## src/rtl/dds_pkg.sv

```systemverilog
// Shared constants for the DDS core: default widths, reset tuning word,
// quadrant encoding and FTW commit-mode encoding.
package dds_pkg;

  localparam int ACC_W_DEFAULT  = 32;
  localparam int ADDR_W_DEFAULT = 10;

  // Roughly 1 kHz out of a 100 MHz clock with a 32-bit accumulator
  localparam logic [31:0] FTW_DEFAULT = 32'd42950;

  // Phase quadrant encoding; bit 1 set means the sine is negative,
  // bit 0 set means the quarter-wave table is read backwards
  typedef enum logic [1:0] {
    Q0 = 2'd0,
    Q1 = 2'd1,
    Q2 = 2'd2,
    Q3 = 2'd3
  } quadrant_e;

  // FTW update modes
  localparam logic FTW_IMMEDIATE = 1'b0;
  localparam logic FTW_ON_WRAP   = 1'b1;

endpackage

```

## src/rtl/dds_phase_accum_if.sv

```systemverilog
// Control and output bundle of the phase accumulator. The master side
// drives tuning/offset controls and reads the ROM address stream; the
// slave side is the accumulator itself.
interface dds_phase_accum_if #(
  parameter int ACC_W  = dds_pkg::ACC_W_DEFAULT,
  parameter int ADDR_W = dds_pkg::ADDR_W_DEFAULT
);

  logic              en;
  logic [ACC_W-1:0]  ftw_in;
  logic              ftw_load;
  logic              ftw_mode;
  logic              sync_clr;
  logic [ACC_W-1:0]  phase_off;

  logic [ADDR_W-3:0] lut_addr;
  logic [1:0]        quadrant;
  logic              neg;
  logic              addr_valid;
  logic              wrap;
  logic              ftw_pending;

  modport master (
    output en, ftw_in, ftw_load, ftw_mode, sync_clr, phase_off,
    input  lut_addr, quadrant, neg, addr_valid, wrap, ftw_pending
  );

  modport slave (
    input  en, ftw_in, ftw_load, ftw_mode, sync_clr, phase_off,
    output lut_addr, quadrant, neg, addr_valid, wrap, ftw_pending
  );

endinterface

```

## src/rtl/dds_quarter_fold.sv

```systemverilog
// Folds a full-wave phase word into a quarter-wave ROM index plus the
// quadrant and sign bits. Purely combinational so the sine and cosine
// channels can each register it wherever their pipeline needs.
module dds_quarter_fold #(
  parameter int ACC_W  = dds_pkg::ACC_W_DEFAULT,
  parameter int ADDR_W = dds_pkg::ADDR_W_DEFAULT
) (
  input  logic [ACC_W-1:0]  phase_i,
  output logic [ADDR_W-3:0] lut_addr_o,
  output logic [1:0]        quadrant_o,
  output logic              neg_o
);

  logic [ADDR_W-1:0] top;
  logic [ADDR_W-3:0] idx;

  // Fractional phase bits below the ROM resolution are deliberately dropped
  logic unusedLowBits;
  assign unusedLowBits = ^phase_i[ACC_W-ADDR_W-1:0];

  assign top        = phase_i[ACC_W-1 -: ADDR_W];
  assign quadrant_o = top[ADDR_W-1:ADDR_W-2];
  assign idx        = top[ADDR_W-3:0];

  // Odd quadrants walk the quarter-wave table backwards
  assign lut_addr_o = quadrant_o[0] ? ~idx : idx;

  // Second half of the period is the mirrored negative lobe
  assign neg_o = quadrant_o[1];

endmodule

```

## src/rtl/dds_phase_accum.sv

```systemverilog
// DDS phase accumulator: integrates the tuning word, adds a resynchronised
// phase offset and folds the sum into a quarter-wave ROM address.
// Pipeline: A (accumulator) -> B (offset add) -> C (registered fold).
module dds_phase_accum #(
  parameter int ACC_W  = dds_pkg::ACC_W_DEFAULT,
  parameter int ADDR_W = dds_pkg::ADDR_W_DEFAULT,
  parameter logic [ACC_W-1:0] FTW_DEFAULT = dds_pkg::FTW_DEFAULT
) (
  input  logic             clk,
  input  logic             reset,
  dds_phase_accum_if.slave bus
);

  import dds_pkg::*;

  // Stage A state
  logic [ACC_W-1:0]  acc_q, acc_d;
  logic [ACC_W-1:0]  ftwActive_q, ftwActive_d;
  logic [ACC_W-1:0]  ftwShadow_q, ftwShadow_d;
  logic              pending_q, pending_d;
  logic              carry_q;

  // Offset resynchroniser
  logic [ACC_W-1:0]  offQ1_q, offQ2_q, offUsed_q;

  // Stage B
  logic [ACC_W-1:0]  ph_q;
  logic              wrapB_q;

  // Stage C
  logic [ADDR_W-3:0] lutAddr_q;
  logic [1:0]        quadrant_q;
  logic              neg_q;
  logic              wrap_q;

  // addr_valid delay line
  logic              enD1_q, enD2_q;

  logic [ACC_W:0]    sum;
  logic              carryEvt;
  logic [ADDR_W-3:0] foldLut;
  logic [1:0]        foldQuad;
  logic              foldNeg;

  assign sum      = {1'b0, acc_q} + {1'b0, ftwActive_q};
  assign carryEvt = bus.en && !bus.sync_clr && sum[ACC_W];

  // Next accumulator and tuning-word state; a fresh load always beats a commit
  always_comb begin
    acc_d       = acc_q;
    ftwActive_d = ftwActive_q;
    ftwShadow_d = ftwShadow_q;
    pending_d   = pending_q;

    if (bus.sync_clr) begin
      acc_d = '0;
    end else if (bus.en) begin
      acc_d = sum[ACC_W-1:0];
    end

    if (bus.ftw_load) begin
      ftwShadow_d = bus.ftw_in;
      if (bus.ftw_mode == FTW_ON_WRAP) begin
        pending_d = 1'b1;
      end else begin
        ftwActive_d = bus.ftw_in;
        pending_d   = 1'b0;
      end
    end else if (pending_q && (bus.sync_clr || carryEvt)) begin
      ftwActive_d = ftwShadow_q;
      pending_d   = 1'b0;
    end
  end

  // Stage A registers
  always_ff @(posedge clk or negedge reset) begin
    if (!reset) begin
      acc_q       <= '0;
      ftwActive_q <= FTW_DEFAULT;
      ftwShadow_q <= FTW_DEFAULT;
      pending_q   <= 1'b0;
      carry_q     <= 1'b0;
    end else begin
      acc_q       <= acc_d;
      ftwActive_q <= ftwActive_d;
      ftwShadow_q <= ftwShadow_d;
      pending_q   <= pending_d;
      carry_q     <= carryEvt;
    end
  end

  // Two-flop resync of the offset word; only adopt it once two samples agree
  always_ff @(posedge clk or negedge reset) begin
    if (!reset) begin
      offQ1_q   <= '0;
      offQ2_q   <= '0;
      offUsed_q <= '0;
    end else begin
      offQ1_q <= bus.phase_off;
      offQ2_q <= offQ1_q;
      if (offQ1_q == offQ2_q) begin
        offUsed_q <= offQ2_q;
      end
    end
  end

  // Stage B: apply offset every clock so offset changes show even when idle
  always_ff @(posedge clk or negedge reset) begin
    if (!reset) begin
      ph_q    <= '0;
      wrapB_q <= 1'b0;
    end else begin
      ph_q    <= acc_q + offUsed_q;
      wrapB_q <= carry_q;
    end
  end

  dds_quarter_fold #(
    .ACC_W  (ACC_W),
    .ADDR_W (ADDR_W)
  ) uFold (
    .phase_i    (ph_q),
    .lut_addr_o (foldLut),
    .quadrant_o (foldQuad),
    .neg_o      (foldNeg)
  );

  // Stage C: register the folded address alongside the aligned wrap flag
  always_ff @(posedge clk or negedge reset) begin
    if (!reset) begin
      lutAddr_q  <= '0;
      quadrant_q <= 2'b00;
      neg_q      <= 1'b0;
      wrap_q     <= 1'b0;
    end else begin
      lutAddr_q  <= foldLut;
      quadrant_q <= foldQuad;
      neg_q      <= foldNeg;
      wrap_q     <= wrapB_q;
    end
  end

  // Valid tracks enable through a fixed two-clock delay, independent of clears
  always_ff @(posedge clk or negedge reset) begin
    if (!reset) begin
      enD1_q <= 1'b0;
      enD2_q <= 1'b0;
    end else begin
      enD1_q <= bus.en;
      enD2_q <= enD1_q;
    end
  end

  assign bus.lut_addr    = lutAddr_q;
  assign bus.quadrant    = quadrant_q;
  assign bus.neg         = neg_q;
  assign bus.addr_valid  = enD2_q;
  assign bus.wrap        = wrap_q;
  assign bus.ftw_pending = pending_q;

endmodule

```

## src/flat_wrapper.sv

```systemverilog
// flat-port wrapper written by rule: the top's interface ports become plain ports
module dds_phase_accum_flat import dds_pkg::*;
#(
  parameter int ACC_W  = dds_pkg::ACC_W_DEFAULT,
  parameter int ADDR_W = dds_pkg::ADDR_W_DEFAULT,
  parameter logic [ACC_W-1:0] FTW_DEFAULT = dds_pkg::FTW_DEFAULT
)
  (clk, reset, bus_en, bus_ftw_in, bus_ftw_load, bus_ftw_mode, bus_sync_clr, bus_phase_off, bus_lut_addr, bus_quadrant, bus_neg, bus_addr_valid, bus_wrap, bus_ftw_pending);
  dds_phase_accum_if #(.ACC_W(ACC_W), .ADDR_W(ADDR_W)) bus_i ();
  input  logic clk;
  input  logic reset;
  input wire logic [$bits(bus_i.en)-1:0] bus_en;
  input wire logic [$bits(bus_i.ftw_in)-1:0] bus_ftw_in;
  input wire logic [$bits(bus_i.ftw_load)-1:0] bus_ftw_load;
  input wire logic [$bits(bus_i.ftw_mode)-1:0] bus_ftw_mode;
  input wire logic [$bits(bus_i.sync_clr)-1:0] bus_sync_clr;
  input wire logic [$bits(bus_i.phase_off)-1:0] bus_phase_off;
  output wire logic [$bits(bus_i.lut_addr)-1:0] bus_lut_addr;
  output wire logic [$bits(bus_i.quadrant)-1:0] bus_quadrant;
  output wire logic [$bits(bus_i.neg)-1:0] bus_neg;
  output wire logic [$bits(bus_i.addr_valid)-1:0] bus_addr_valid;
  output wire logic [$bits(bus_i.wrap)-1:0] bus_wrap;
  output wire logic [$bits(bus_i.ftw_pending)-1:0] bus_ftw_pending;
  assign bus_i.en = bus_en;
  assign bus_i.ftw_in = bus_ftw_in;
  assign bus_i.ftw_load = bus_ftw_load;
  assign bus_i.ftw_mode = bus_ftw_mode;
  assign bus_i.sync_clr = bus_sync_clr;
  assign bus_i.phase_off = bus_phase_off;
  assign bus_lut_addr = bus_i.lut_addr;
  assign bus_quadrant = bus_i.quadrant;
  assign bus_neg = bus_i.neg;
  assign bus_addr_valid = bus_i.addr_valid;
  assign bus_wrap = bus_i.wrap;
  assign bus_ftw_pending = bus_i.ftw_pending;
  dds_phase_accum #(.ACC_W(ACC_W), .ADDR_W(ADDR_W), .FTW_DEFAULT(FTW_DEFAULT)) u_core (.clk(clk), .reset(reset), .bus(bus_i));
endmodule
```

## config.mk

```make
export PLATFORM = sky130hd
export DESIGN_NAME = dds_phase_accum_flat
export DESIGN_NICKNAME = d
export VERILOG_FILES = /design/src/rtl/dds_pkg.sv /design/src/rtl/dds_phase_accum_if.sv /design/src/rtl/dds_quarter_fold.sv /design/src/rtl/dds_phase_accum.sv /design/src/flat_wrapper.sv
export SDC_FILE = /design/constraint.sdc
export NUM_CORES = 1
export LEC_CHECK = 0
export CAP_MARGIN = 20
export CORE_UTILIZATION = 35
export DETAILED_ROUTE_END_ITERATION = 10
export MAX_ROUTING_LAYER = met4
export PLACE_DENSITY = 0.5
export SYNTH_ARGS = -nofsm -noshare
export SYNTH_HDL_FRONTEND = slang
export SYNTH_SLANG_ARGS = --single-unit
```

## constraint.sdc

```tcl
create_clock -name clk -period 3.9 [get_ports clk]
set_input_delay 0.78 -clock clk [delete_from_list [all_inputs] [get_ports clk]]
set_output_delay 0.78 -clock clk [all_outputs]
set_load 0.01 [all_outputs]
```

==> flow_metrics.py <==
metrics = {
    "sta": {
        "slew_viol_final": 0,
        "slew-limit-headroom_pct": 43.8,
        "fin_crit_sh_pct": 87.8,
        "fin_setup_tns_ns": 0,
        "skew_ns": 0.0205,
        "worstMarginPinSlew_ns": 0.839,
        "grt_setup_unrepaired": "no",
        "fmax_mhz": 292,
        "hold_violations": 0,
        "post-route-min-period_ns": 3.43,
        "timing.final.ws_setup_ns": 0.474,
        "hold_ws_ns": 0.221,
        "setup_viol": 0,
    },
    "power": {
        "p_switching_mw": 2.51,
        "power.share.sequential_pct": 38.3,
        "vdd_drop_max_mv": 0.311,
        "finalPower_mw": 7.65,
        "power.internal_mw": 5.15,
        "clkPwrFrac_pct": 29.8,
        "p_leak_nw": 5.70,
        "swShare_pct": 32.7,
        "powerDensity_nw_per_um2": 623,
        "pwr-share-comb_pct": 31.9,
    },
    "worst_setup_path": {
        "r2r_cells": 10,
        "crit_path_start_kind": "register",
        "path_cells": "ha_1, fa_1, a211oi_1, nor2_1, o211ai_1, a211o_1, o21ba_2, o221ai_2, a41o_2, mux2_2",
        "critPathKind": "reg -> reg",
        "cp_max_fo": 32,
        "path_buf_inv": 0,
        "cp.arrival_ns": 3.81,
        "rr_startpoint": "u_core.acc_q[0]",
        "slowest_delay_ns": 0.77,
        "r2r_slack_ns": 0.47,
        "setup.worst_path.end_class": "register",
        "critical-path-top-delay-family": "compound AO/OA/AOI/OAI gates",
        "crit_slowest_cell": "a41o_2",
        "timing.rr.end": "u_core.ftwActive_q[5]",
        "required_ns": 4.29,
    },
    "logic_synthesis": {
        "netlist_area_um2": 10200,
        "ys_types": 66,
        "synthCells": 811,
        "synthFlopType": "dfrtp_1",
        "syn_nets": 944,
        "synth_edf_count": 0,
        "syn_avg_cell_area_um2": 12.6,
        "async_flop_share_pct": 100,
        "ys_ff_latch": 218,
        "ys_seq_area_share_pct": 53.7,
        "yosysWarnings": 0,
    },
    "clock_tree": {
        "h-tree-depth": 1,
        "numCtsBuffers": 24,
        "cts_tree": "built",
        "root_buffer": "clkbuf_16",
        "hold_buffers": 0,
        "cts.sinks": 218,
        "postCtsResizedCells": 0,
        "clk_path_buf_depth": 3,
        "postCtsSetupBuffers": 0,
        "clk_latency_ns": 0.52,
        "clk_pin_slew_worst_paths_ns": 0.06,
    },
    "routing": {
        "vias_per_cell": 4.93,
        "wl_met1_um": 10100,
        "dr.pass1.iters": 4,
        "route.vias.total": 6411,
        "route.detailed.drc": 0,
        "wl_met2_um": 10400,
        "top_layer": "met4",
        "drt_iter0_drc": 282,
        "drtAntennaViolNets": 0,
        "wl_met3_um": 657,
        "routed_wirelength_um": 22100,
        "wl_per_cell_um": 17.0,
    },
    "placement": {
        "dp_slack_ns": 0.461,
        "dp_hpwl_um": 16400,
        "gp_congestion": 0.863,
        "io_buffers": 83,
        "post_dp_cell_area_um2": 11500,
        "post-place-cells": 1257,
    },
    "die": {
        "dieHeight_um": 173,
        "die_x_um": 173,
        "fp-row-count": 62,
        "io_pins": 84,
        "dieArea_um2": 29900,
        "core_um2": 28700,
        "start_util_pct": 35.6,
    },
    "outcome": {
        "status": "finished, final reports clean",
    },
    "global_route": {
        "grt_pass1_vias": 6806,
        "antenna_found_initial": 0,
        "grt_pass1_wl_um": 36700,
        "grt_overflow": 0,
        "grt_max_degree": 86,
        "grt_use_total_pct": 15.8,
    },
    "cells_and_area": {
        "diodes": 0,
        "fin_util_pct": 42.8,
        "final_cells": 1301,
        "nets": 1032,
        "drive_above_1_share_pct": 18.5,
        "fin_area_um2": 12300,
        "syn_to_final_growth_pct": 20.3,
    },
    "run": {
        "maxCapViolCount": 0,
    },
    "worst_hold_path": {
        "min_path_type": "in -> async",
    },
}
==> cells in the final DEF (no fill, tap or decap), drive strengths merged, types with 3 or more instances in the layout <==
cell type and n:
a2111oi 3, a211o 4, a211oi 13, a21o 20, a21oi 42, a221o 6
a221oi 3, a22o 5, a31oi 4, and2 5, and3 5, and4 3
buf 8, clkbuf 37, clkdlybuf4s50 82, clkinv 6, dfrtp 200, dfstp 18
ha 62, inv 15, mux2 97, mux2i 15, nand2 30, nand2b 5
nand3 9, nand4 15, nor2 39, nor2b 5, nor3 11, nor4 3
o211ai 7, o21a 9, o21ai 24, o21bai 4, o221ai 3, or3 6
xnor2 48, xor2 24
==> worst register-to-register path, stage by stage, from the launching register on <==
cell and delay [ns]:
dfrtp_1 0.35, ha_1 0.21, fa_1 0.25, a211oi_1 0.10
nor2_1 0.25, o211ai_1 0.18, a211o_1 0.37, o21ba_2 0.24
o221ai_2 0.16, a41o_2 0.77, mux2_2 0.43
==> power groups by stage <==
| stage | registers [mW] | clock network (mW) | logic [mW] |
|---|---|---|---|
| 2_1_floorplan | 2.87 | 0 | 1.79 |
| 3_3_place_gp | 2.98 | 0 | 2.44 |
| 3_5_place_dp | 2.99 | 0 | 2.44 |
| 4_1_cts | 2.95 | 2.36 | 2.46 |
| 5_1_grt | 2.98 | 2.44 | 2.75 |
| 6_report | 2.93 | 2.28 | 2.45 |
==> state kept, by name, indices dropped and copies added (netlist names) <==
signal	cells
u_core.acc_q	32
u_core.bus.addr_valid	1
u_core.bus.ftw_pending	1
u_core.bus.lut_addr	8
u_core.bus.neg	1
u_core.bus.quadrant	1
u_core.bus.wrap	1
u_core.carry_q	1
u_core.enD1_q	1
u_core.ftwActive_q	32
u_core.ftwShadow_q	32
u_core.offQ1_q	32
u_core.offQ2_q	32
u_core.offUsed_q	32
u_core.ph_q	10
u_core.wrapB_q	1
==> logic make-up (layout without fill, tap and decap cells) <==
| family | count (synthesis) | in the layout | share of synthesized area [%] |
|---|---|---|---|
| buf+inv | 43 | 149 | 1.87 |
| mux | 112 | 112 | 12.5 |
| xor+xnor | 72 | 72 | 6.18 |
| compound gates | 161 | 161 | 11.0 |
| flops | 218 | 218 | 53.7 |
| simple gates | 142 | 142 | 6.94 |
| fa+ha+maj | 63 | 63 | 7.79 |
==> worst max-delay path by stage <==
| stage | startpoint | endpoint | slack (ns) | cells after the start |
|---|---|---|---|---|
| final | u_core.acc_q[0] | u_core.ftwActive_q[5] | 0.47 | 10 |
| after global placement | u_core.ftwActive_q[0] | u_core.ftwActive_q[14] | 0.47 | 10 |
| after detailed placement | u_core.acc_q[0] | u_core.ftwActive_q[5] | 0.46 | 10 |
| after CTS | u_core.acc_q[0] | u_core.ftwActive_q[5] | 0.45 | 10 |
| after global routing | u_core.acc_q[0] | u_core.ftwActive_q[4] | 0.25 | 10 |
| after floorplan | u_core.ftwActive_q[0] | u_core.ftwActive_q[21] | 1.08 | 11 |
==> layout make-up <==
| cell class | count | area [um2] |
|---|---|---|
| clock buffer | 37 | 751 |
| clock inverter | 7 | 63.8 |
| fill | 2711 | 16400 |
| inverter | 15 | 56.3 |
| multi-input combinational | 550 | 4540 |
| sequential | 218 | 5480 |
| tap | 384 | 480 |
| timing repair buffer | 90 | 913 |
==> cell usage after synthesis (4+ instances only) <==
master,n,area [um2]
a22o_1,5,43.8
a221o_1,5,50.1
mux2_4,10,150
nand4_1,15,93.8
mux2i_1,15,150
nor2b_1,5,31.3
clkbuf_1,13,48.8
buf_1,8,30.0
nor2_1,39,146
nand2b_1,5,31.3
mux2_1,8,90.1
or3_1,6,37.5
nand3_1,9,45.0
mux2_2,79,890
nand2_1,30,113
o21bai_1,4,30.0
a211oi_1,13,97.6
a21oi_1,41,205
dfstp_2,18,473
o21ai_0,24,120
o21a_1,9,67.6
a31oi_1,4,25.0
inv_1,15,56.3
dfrtp_1,200,5000
ha_1,62,776
nor3_1,11,55.1
o211ai_1,6,45.0
xnor2_1,48,420
and2_1,4,25.0
xor2_1,24,210
a21o_1,19,143
==> per-layer routing <==
layer	track usage (%)	vias up
met4	5.83	0
met3	2.18	47
met2	25.6	107
li1	-	3123
met1	20.2	3134
met5	-	-
Power figures use the tool's default switching activity.
